--- config.mk ---
export PLATFORM = sky130hd
export DESIGN_NAME = pulse_period_meter
export DESIGN_NICKNAME = d
export VERILOG_FILES = /design/src/rtl/pulse_period_meter.sv
export SDC_FILE = /design/constraint.sdc
export NUM_CORES = 1
export LEC_CHECK = 0
export ABC_AREA = 1
export BUFFER_PORTS_ARGS = -buffer_cell sky130_fd_sc_hd__buf_2
export CAP_MARGIN = 20
export CORE_AREA = 2 2 68 87
export DETAILED_ROUTE_END_ITERATION = 16
export DIE_AREA = 0 0 70 89
export PLACE_DENSITY = 0.71
export REMOVE_ABC_BUFFERS = 1
export SYNTH_ARGS = -nofsm -noshare
export SYNTH_HDL_FRONTEND = slang
export SYNTH_SLANG_ARGS = --single-unit
--- constraint.sdc ---
create_clock -name clki -period 3.6 [get_ports clki]
set_input_delay 0.36 -clock clki [delete_from_list [all_inputs] [get_ports clki]]
set_output_delay 0.36 -clock clki [all_outputs]
set_load 0.1 [all_outputs]
--- src/rtl/pulse_period_meter.sv ---
// pulse_period_meter
//   Measures a slow pulse train (typically the divided clock of the chiaxung
//   divider) in units of clki cycles. Each rising edge of sig_in after the
//   first one produces a one-cycle meas_valid strobe. The strobe carries the
//   period and, when enabled, the high time of the period that just ended.
//
//   Optional feature: define PULSE_METER_DUTY_EN to build the high-time
//   counters. Without it, high_time is tied to zero and everything else is
//   unchanged.
//
// Parameters
//   CNT_W       width of the period/high-time counters and outputs
//   SYNC_STAGES synchronizer depth on sig_in (minimum 2)
//
// Ports
//   clki       in   system clock, all logic on the rising edge
//   rsti_n     in   asynchronous active-low reset
//   en         in   measurement enable; low returns the meter to IDLE
//   sig_in     in   pulse input, asynchronous to clki
//   period     out  clki cycles between the last two sig_in rising edges
//   high_time  out  clki cycles sig_in was high in the last measured period
//   meas_valid out  one-cycle strobe: period/high_time updated this cycle
//   locked     out  at least one full period measured since arming
//   overflow   out  sticky: the period counter saturated (cleared by en=0)
//   state_dbg  out  current FSM state (IDLE=0, ARM=1, MEASURE=2)
//
// Handshake: meas_valid is a strobe with no back-pressure. period and
// high_time are stable from the strobe cycle until the next strobe.
module pulse_period_meter #(
    parameter int CNT_W       = 16,
    parameter int SYNC_STAGES = 2
) (
    input  logic             clki,
    input  logic             rsti_n,
    input  logic             en,
    input  logic             sig_in,
    output logic [CNT_W-1:0] period,
    output logic [CNT_W-1:0] high_time,
    output logic             meas_valid,
    output logic             locked,
    output logic             overflow,
    output logic [1:0]       state_dbg
);

    localparam logic [1:0] S_IDLE = 2'd0;
    localparam logic [1:0] S_ARM  = 2'd1;
    localparam logic [1:0] S_MEAS = 2'd2;

    localparam logic [CNT_W-1:0] CNT_MAX = '1;
    localparam logic [CNT_W-1:0] CNT_ONE = CNT_W'(1);

    logic [SYNC_STAGES-1:0] sync_q;
    logic                   s;
    logic                   s_d;
    logic                   rise;
    logic [1:0]             state;
    logic [CNT_W-1:0]       cnt;

    // Synchronizer chain plus one extra flop for edge detection.
    always_ff @(posedge clki or negedge rsti_n) begin
        if (!rsti_n) begin
            sync_q <= '0;
            s_d    <= 1'b0;
        end else begin
            sync_q <= {sync_q[SYNC_STAGES-2:0], sig_in};
            s_d    <= s;
        end
    end

    assign s         = sync_q[SYNC_STAGES-1];
    assign rise      = s & ~s_d;
    assign state_dbg = state;

    // Period FSM. The counter value held when a rise arrives is the number
    // of cycles since the previous rise. A rise in the same cycle as
    // saturation is still a valid measurement of CNT_MAX, because the rise
    // branch is checked first.
    always_ff @(posedge clki or negedge rsti_n) begin
        if (!rsti_n) begin
            state      <= S_IDLE;
            cnt        <= '0;
            period     <= '0;
            meas_valid <= 1'b0;
            locked     <= 1'b0;
            overflow   <= 1'b0;
        end else begin
            meas_valid <= 1'b0;
            if (!en) begin
                // Any measurement in flight is discarded; period holds.
                state    <= S_IDLE;
                cnt      <= '0;
                locked   <= 1'b0;
                overflow <= 1'b0;
            end else begin
                case (state)
                    S_IDLE: state <= S_ARM;
                    S_ARM: begin
                        if (rise) begin
                            cnt   <= CNT_ONE;
                            state <= S_MEAS;
                        end
                    end
                    S_MEAS: begin
                        if (rise) begin
                            period     <= cnt;
                            meas_valid <= 1'b1;
                            locked     <= 1'b1;
                            cnt        <= CNT_ONE;
                        end else if (cnt == CNT_MAX) begin
                            overflow <= 1'b1;
                            locked   <= 1'b0;
                            cnt      <= '0;
                            state    <= S_ARM;
                        end else begin
                            cnt <= cnt + CNT_ONE;
                        end
                    end
                    default: state <= S_IDLE;
                endcase
            end
        end
    end

`ifdef PULSE_METER_DUTY_EN
    logic             fall;
    logic [CNT_W-1:0] hcnt;
    logic [CNT_W-1:0] hlat;

    assign fall = ~s & s_d;

    // hcnt counts the synchronized high cycles since the last rise. hlat
    // captures hcnt on the falling edge, so the value is ready when the
    // next rise closes the period.
    always_ff @(posedge clki or negedge rsti_n) begin
        if (!rsti_n) begin
            hcnt      <= '0;
            hlat      <= '0;
            high_time <= '0;
        end else if (!en) begin
            hcnt <= '0;
        end else begin
            case (state)
                S_ARM: begin
                    if (rise) hcnt <= CNT_ONE;
                end
                S_MEAS: begin
                    if (rise) begin
                        high_time <= hlat;
                        hcnt      <= CNT_ONE;
                    end else if (cnt == CNT_MAX) begin
                        hcnt <= '0;
                    end else begin
                        if (s && (hcnt != CNT_MAX)) hcnt <= hcnt + CNT_ONE;
                        if (fall) hlat <= hcnt;
                    end
                end
                default: hcnt <= '0;
            endcase
        end
    end
`else
    assign high_time = '0;
`endif

endmodule

==> results of run 1 <==
-- per-stage QoR --
stage	power, mW	hold WS (ns)	util	instances	worst slack (ns)
global placement	0.644	0.334	0.412	336	2.15
CTS	1.16	0.158	0.442	344	2.02
finish	1.15	0.168	0.442	344	2.03
detailed placement	0.645	0.341	0.412	336	2.06
global route	1.19	0.151	0.442	344	1.92
floorplan	0.618	0.0644	-	248	1.55
-- area by class of cell --
class | count | share of cell area
flip-flops and latches | 40 | 0.425
multi-input cells | 188 | 0.391
repair buffers | 24 | 0.0510
clock buffers | 5 | 0.0292
well taps | 64 | 0.0340
clock inverters | 3 | 0.0382
inverters | 20 | 0.0318
-- worst paths after layout --
| check | start | endpoint | slack (ns) | cells past startpoint |
|---|---|---|---|---|
| worst max-delay path | state_dbg[1] | state_dbg[1] | 2.03 | 1 |
| worst min-delay path | sig_in | sync_q[0] | 0.17 | 1 |
| worst max register to register | cnt[0] | cnt[4] | 2.07 | 8 |
| worst min register to register | sync_q[0] | sync_q[1] | 0.35 | 0 |
| max in group asynchronous | rsti_n | period[12] | 2.84 | 1 |
| min in group asynchronous | rsti_n | overflow | 0.18 | 1 |
-- registers in the layout (all words and copies together), names as in the netlist --
name / flops
cnt: 16
period: 16
state_dbg: 2
sync_q: 2
locked: 1
meas_valid: 1
overflow: 1
s_d: 1
-- kinds of logic (layout without fill, tap and decap cells) --
logic type	Yosys count	after routing
DFF	40	40
AOI/OAI and AO/OA	27	27
buffers and inverters	40	52
xor gates and xnor gates	6	6
adders and majority gates	1	1
other	1	16
and+or+nand+nor	138	138
-- layer usage --
| metal | vias up | wire, um | track usage |
|---|---|---|---|
| met5 | - | 0 | 0 |
| li1 | 818 | - | - |
| met3 | 9 | 195 | 0.0316 |
| met2 | 41 | 2180 | 0.268 |
| met4 | 0 | 90 | 0.0752 |
| met1 | 764 | 1660 | 0.165 |
-- power breakdown --
group	switching [mW]	internal, mW	total, mW	leakage [nW]
clock	0.163	0.347	0.510	0.0784
combinational	0.152	0.0187	0.171	0.482
sequential	0.00704	0.457	0.464	0.548
-- placed cells by master, fill, tap and decap left out, drive strengths merged, types with 5 or more instances in the layout --
master and instances:
nand2 86, dfrtp 40, nor2 33, buf 24, o21ai 24, inv 20, conb 16, nand3 13
xor2 6, clkbuf 5
==> run metrics, run 1 <==
status=complete, no violations; worst skew pair latency=0.30 ns; vias in the first global route=1590; simple-gate area share of the yosys netlist=0.313; Layout Skew=0.00825 ns; ANT cells=0; layout cell share with drive strength beyond 1=0.200; P per Cell Area=486 nW/um^2; Final Hold Fails=0; Crit Path Class=flip-flop to primary output; Max Freq=637 MHz; Crit. End Element=primary output; Max Cap Violations=0; num rows=30; Relative slew margins=0.393; mux cell area share after synthesis=0; Mapped Cells=253; dpl cell area=2200 um^2; antenna-violating nets left=0; min-delay worst type=input port to flip-flop; # hold bufs at CTS=0; Vias/cell=4.74; crit-path cells=buf_2; type of origin of the critical path=flip-flop; TritonCTS buffer count=5; initial DRC count=140; synthesized area per cell=8.31 um^2; Core ar.=5330 um^2; Finished Cell Area=2360 um^2; Post-CTS Setup Bufs=0; number of port buffers=24; Die X=70 um; Final GP Congestion=0.820; Yosys reg bits=40; critical path's top delay family=buffers and inverters; clock root buffer=clkbuf_8; # fillers=565; grt total ovfl=0; Total GRT Usage=0.148; EDFF count, synth=0; Slowest cell on crit path=buf_2; drt total wl=4.13 mm; footprint of the multi-input gates=922 um^2; clock slew at reported path FFs=0.07 ns; H-tree depth=2; share of the synthesized area in the top cell type=0.476; setup repair after global routing missed its margin=no; crit share post-route=0.436; ys flop type=dfrtp_1; Vias=1632; crit path DAT=1.21 ns; Clock Sinks=40; Synth Area in XOR/XNOR=0.0250; pin count of the biggest net entering global routing=41; Die ar.=6230 um^2; crit path time final=1.57 ns; Syn. warnings=0; mapped cell area=2100 um^2; Clock Path Buffers=2; Async SR Flop Fraction=1.00; Synth-to-Final Area Change=12.1%; synth cell count leaders=77 x nand2_1, 40 x dfrtp_1, 23 x nor2_1, 17 x buf_4, 17 x o21ai_1; post-synth top area cell=dfrtp_1; # DRC=0; CP Data Required Time=3.24 ns; initial antenna violation count=0; Crit path largest cell delay=0.47 ns; Slew Limit Fails=0; global-route wire length before repair=7.20 mm; ranking of synthesized cells by area=dfrtp_1 48%, nand2_1 14%, buf_4 6.1%; CTS tree=done; most numerous cell in the Yosys netlist=nand2_1; nets=284; Initial DRT Pass Iterations=4; post-synthesis sequential area ratio=0.476; endpoints failing setup=0; I/O pin cnt=41; buffers plus inverters on the worst setup path=1; FF+latch area=1000 um^2; Synth Area in Adders=0.00595; Worst VDD drop=0.000241 V; Die H=89 um; hpwl dp=2.96 mm; Gates resized, CTS repair=0; routed len/inst=12.0 um; Worst Tran Pin Value=0.911 ns; Leakage=1.11 nW; Post-Route Setup TNS=0 ns; crit path max fanout=5; Initial Utilization=0.395; Synth cell types=24; combinational family with the most area after synthesis=simple AND/OR/NAND/NOR gates; Synth Area in Compound Gates=0.0660
Power figures use the tool's default switching activity.
==> inputs of run 2 (changes only) <==
Clock period 3.6 ns to 1.45 ns, I/O delays scaled along.
==> run 2 against run 1 <==
  * Flip-flop and latch count unchanged
  * Critical path depth increased by 7
  * First-iteration DRC count decreased by 17%
  * Routed wire length decreased by 2.2%
  * Non-clock buffer count increased by 17
  * Hold slack improved by 0.028 ns
  * Utilization increased by 2.6 points
  * Cell count increased by 4.7%
  * Setup slack got worse by 2.0 ns
  * Critical endpoint is now cnt[3]
==> run metrics, run 2 (synthesized netlist as in run 1, its figures left out) <==
status=complete, no violations; initial DRC count=116; H-tree depth=2; vias in the first global route=1567; grt total ovfl=0; Worst VDD drop=0.000540 V; post-layout util=0.468; Die X=70 um; Worst Tran Pin Value=0.508 ns; Vias/cell=4.58; most common cell after layout, fill and taps aside=nand2_1; Die H=89 um; min-delay worst type=input port to flip-flop; Regs by FF count=cnt (16), period (16); antenna-violating nets left=0; Clock Path Buffers=2; Max Cap Violations=0; num rows=30; commonest cells after routing, fill and taps aside=73 x nand2_1, 40 x dfrtp_1, 24 x buf_2; endpoints failing setup=0; crit-path cells=inv_1, nand2_4, nand2_4, nor2_4, buf_12, buf_12, nor2_8, nor2_1; Final GP Congestion=0.832; Max Freq=708 MHz; crit share post-route=0.974; type of origin of the critical path=flip-flop; initial antenna violation count=0; Final Hold Fails=0; # DRC=0; Die ar.=6230 um^2; Core ar.=5330 um^2; pin count of the biggest net entering global routing=41; Post-Route Setup TNS=0 ns; Vias=1649; buffers plus inverters on the worst setup path=3; Relative slew margins=0.662; crit path time final=1.41 ns; clock slew at reported path FFs=0.07 ns; setup repair after global routing missed its margin=yes; layout cell share with drive strength beyond 1=0.270; global-route wire length before repair=7.02 mm; crit path DAT=1.59 ns; PnR worst setup slack=0.0377 ns; dpl ws=0.0105 ns; Crit. End Element=flip-flop; CTS tree=done; CP Data Required Time=1.63 ns; ANT cells=0; clock root buffer=clkbuf_8; TritonCTS buffer count=5; Layout Skew=0.00466 ns; Slew Limit Fails=0; P per Cell Area=970 nW/um^2; Leakage=1.18 nW; I/O pin cnt=41; number of port buffers=24; hold path cells=3; Synth-to-Final Area Change=18.6%; routed len/inst=11.2 um; Reg2Reg Depth=8; crit path max fanout=9; drt total wl=4.04 mm; Initial Utilization=0.395; worst skew pair latency=0.29 ns; Crit Path Class=flip-flop to flip-flop; Initial DRT Pass Iterations=4; Clock Sinks=40; Total GRT Usage=0.142; Crit. path cell count=8; Slowest cell on crit path=dfrtp_1; nets=301; critical path's top delay family=simple AND/OR/NAND/NOR gates; hpwl dp=2.94 mm; Crit path largest cell delay=0.39 ns
## run 2: cell count changes in the layout (fill, tap and decap cells not counted), sizes merged
| cell | change |
|---|---|
| buf | +15 |
| dlygate4sd3 | +2 |
| bufinv | -3 |
| clkbuf | +2 |
## run 2: tightest hold or removal path, delay by kind of cell
kind | cells | cell delay (ns)
buffers and inverters | 1 | 0.17
AND/OR/NAND/NOR | 2 | 0.14
## run 2: per-stage QoR
step,cell area (um^2),hold slack [ns],power (mW),cells
6_report,2490,0.196,2.42,360
5_1_grt,2490,0.213,2.52,360
4_1_cts,2420,0.194,2.43,358
3_5_place_dp,2290,0.241,1.61,348
3_3_place_gp,2290,0.235,1.61,348
2_1_floorplan,2000,-0.151,1.53,248
## run 2: per-layer routing
metal | track usage | routed length, um | vias to the layer above
li1 | - | - | 842
met1 | 0.167 | 1740 | 757
met2 | 0.248 | 2020 | 43
met3 | 0.0349 | 201 | 7
met4 | 0.0664 | 78 | 0
met5 | 0 | 0 | -
## run 2: cell type report
class / instances / area (um^2)
fillers: 548 / 2840
inverters: 20 / 75.1
well taps: 64 / 80.1
multi-input cells: 188 / 965
clock buffers: 7 / 96.3
flip-flops and latches: 40 / 1000
repair buffers: 41 / 278
## run 2: repair_timing
| item | in CTS | in global routing |
|---|---|---|
| hold buffers | 2 | 0 |
| hold endpoints to repair | 41 | 0 |
| setup endpoints to repair | 1 | 19 |
| pin swaps | 1 | 7 |
| gates resized for setup | 3 | 12 |
| buffers inserted | 1 | 2 |
## run 2: report_power, final
group	leakage (nW)	switching [mW]	internal, mW
clock network	0.0503	0.366	0.423
registers	0.548	0.0152	1.14
logic	0.585	0.393	0.0852
## run 2: final timing paths
| kind | from | end | slack, ns |
|---|---|---|---|
| max reg2reg | state_dbg[0] | cnt[3] | 0.04 |
| min in group asynchronous | rsti_n | cnt[7] | 0.44 |
| max in group asynchronous | rsti_n | meas_valid | 0.66 |
| min reg2reg | sync_q[0] | sync_q[1] | 0.35 |
| max | state_dbg[0] | cnt[3] | 0.04 |
| min | en | state_dbg[0] | 0.20 |
==> inputs of run 3 (changes only) <==
Settings changed: CORE_AREA 2 2 68 87 to 2 2 63 94, DIE_AREA 0 0 70 89 to 0 0 65 96, PLACE_DENSITY 0.71 to 0.7.
==> run 3 against run 2 <==
  * First-iteration DRC count fell by 67%
  * Total power fell by 2.1%
  * Critical endpoint is now cnt[2]
  * Sequential power barely moved
  * Critical path type unchanged
  * Die area rose by 0.16%
  * Cell count rose by 2.8%
  * Clock skew rose by 0.0018 ns
  * Hold slack got worse by 0.012 ns
  * Via count rose by 1.2%
  * Combinational power fell by 4%
  * Maximum frequency rose by 3.1%
==> run metrics, run 3 (synthesized netlist as in run 1, its figures left out) <==
worst skew pair latency=0.30 ns; CTS tree=done; DR top layer=met4; pin count of the biggest net entering global routing=41; Gate power share=0.195; Max Freq=730 MHz; Die ar.=6240 um^2; status=complete, no violations; dpl cell area=2310 um^2; Core ar.=5410 um^2; nets=304; Final GP Congestion=0.830; Clock Path Buffers=2; H-tree depth=2; num rows=33; Die H=96 um; Slew Limit Fails=0; Regs by FF count=cnt (16), period (16); P per Cell Area=941 nW/um^2; Leakage=1.20 nW; antenna-violating nets left=0; clock root buffer=clkbuf_8; ANT cells=0; Vias/cell=4.51; wire length on met1=1.76 mm; Layout Skew=0.00651 ns; Clock Sinks=40; clock slew at reported path FFs=0.07 ns; drt total wl=4.15 mm; grt total ovfl=0; crit path time final=1.37 ns; type of origin of the critical path=flip-flop; routed len/inst=11.2 um; Power Internal=1.60 mW; crit path DAT=1.56 ns; Synth-to-Final Area Change=19.7%; crit share post-route=0.945; global-route wire length before repair=7.10 mm; hpwl dp=2.97 mm; number of port buffers=24; Crit Path Class=flip-flop to flip-flop; Vias=1669; CP Data Required Time=1.64 ns; Initial Utilization=0.389; layout cell share with drive strength beyond 1=0.277; Final Hold Fails=0; WL met2=2.06 mm; wire length on met3=216 um; Max Cap Violations=0; Placed Instances=354; Post-Route Setup TNS=0 ns; commonest cells after routing, fill and taps aside=74 x nand2_1, 39 x dfrtp_1, 24 x buf_2; TritonCTS buffer count=5; I/O pin cnt=41; crit path max fanout=9; Die X=65 um; Net Switching=0.771 mW; Crit. End Element=flip-flop; Worst VDD drop=0.000432 V; vias in the first global route=1592; setup repair after global routing missed its margin=yes; sw frac=0.326; Initial DRT Pass Iterations=4; Total GRT Usage=0.148; # DRC=0; initial DRC count=38; min-delay worst type=input port to flip-flop; most common cell after layout, fill and taps aside=nand2_1; Non-Filler Instances=370; sequential share of power=0.487; Finished Cell Area=2520 um^2; initial antenna violation count=0; clock power share=0.319; endpoints failing setup=0
## run 3: changes by cell type in the layout (fill, tap and decap cells not counted), moves of 2 or more
cell	previous run	this run
nand2_2	10	8
clkbuf_1	0	2
nor2_1	22	19
nor2_2	3	6
o21ai_0	4	6
buf_4	13	17
o21ai_2	2	0
## run 3: power by group through the flow
stage                     registers (mW)  logic, mW  clock network [mW]
after detailed placement            1.17      0.448                   0
after global placement              1.17      0.447                   0
after global routing                1.16      0.487               0.840
after floorplan                     1.26      0.271                   0
final                               1.15      0.461               0.755
after CTS                           1.15      0.459               0.777
## run 3: path summary, 6_finish.rpt
check                             start         end  slack (ns)  cells past startpoint
min                                  en      cnt[0]        0.18                      3
min reg2reg                   sync_q[0]   sync_q[1]        0.35                      0
max in group asynchronous        rsti_n     cnt[12]        0.91                      3
max                        state_dbg[1]      cnt[2]        0.08                      5
min in group asynchronous        rsti_n  period[15]        0.34                      3
max reg2reg                state_dbg[1]      cnt[2]        0.08                      5
## run 3: per-layer routing
layer	GRT usage	up-vias
li1	-	852
met3	0.0374	11
met4	0.0674	0
met1	0.165	764
met2	0.262	42
met5	0	-
## run 3: per-stage QoR
step	utilization	hold WS (ns)	worst slack (ns)	total power, mW
2_1_floorplan	-	-0.151	-0.600	1.53
3_3_place_gp	0.427	0.132	0.0549	1.62
3_5_place_dp	0.427	0.134	0.0211	1.62
4_1_cts	0.449	0.176	0.000426	2.39
5_1_grt	0.465	0.198	-0.00957	2.48
6_report	0.465	0.184	0.0802	2.37
## run 3: what timing repair did
action | 4_1_cts | 5_1_grt
resized for setup | 2 | 16
hold buffers | 2 | 0
cloned | 0 | 0
pin swaps | 2 | 6
hold endpoints to repair | 41 | 0
setup endpoints to repair | 1 | 22
setup buffers | 1 | 6
## run 3: cell type report
cell class,count,area (um^2)
fill,532,2890
inverter,20,77.6
timing repair buffer,44,288
tap,70,87.6
multi-input combinational,188,972
clock buffer,8,90.1
sequential,40,1000
## run 3: worst max-delay path: stages, from the launching register on
cell and delay [ns]:
dfrtp_1 0.45, a21oi_1 0.33, nand2_4 0.14, nand2_1 0.11
xor2_1 0.18, nor2_2 0.06
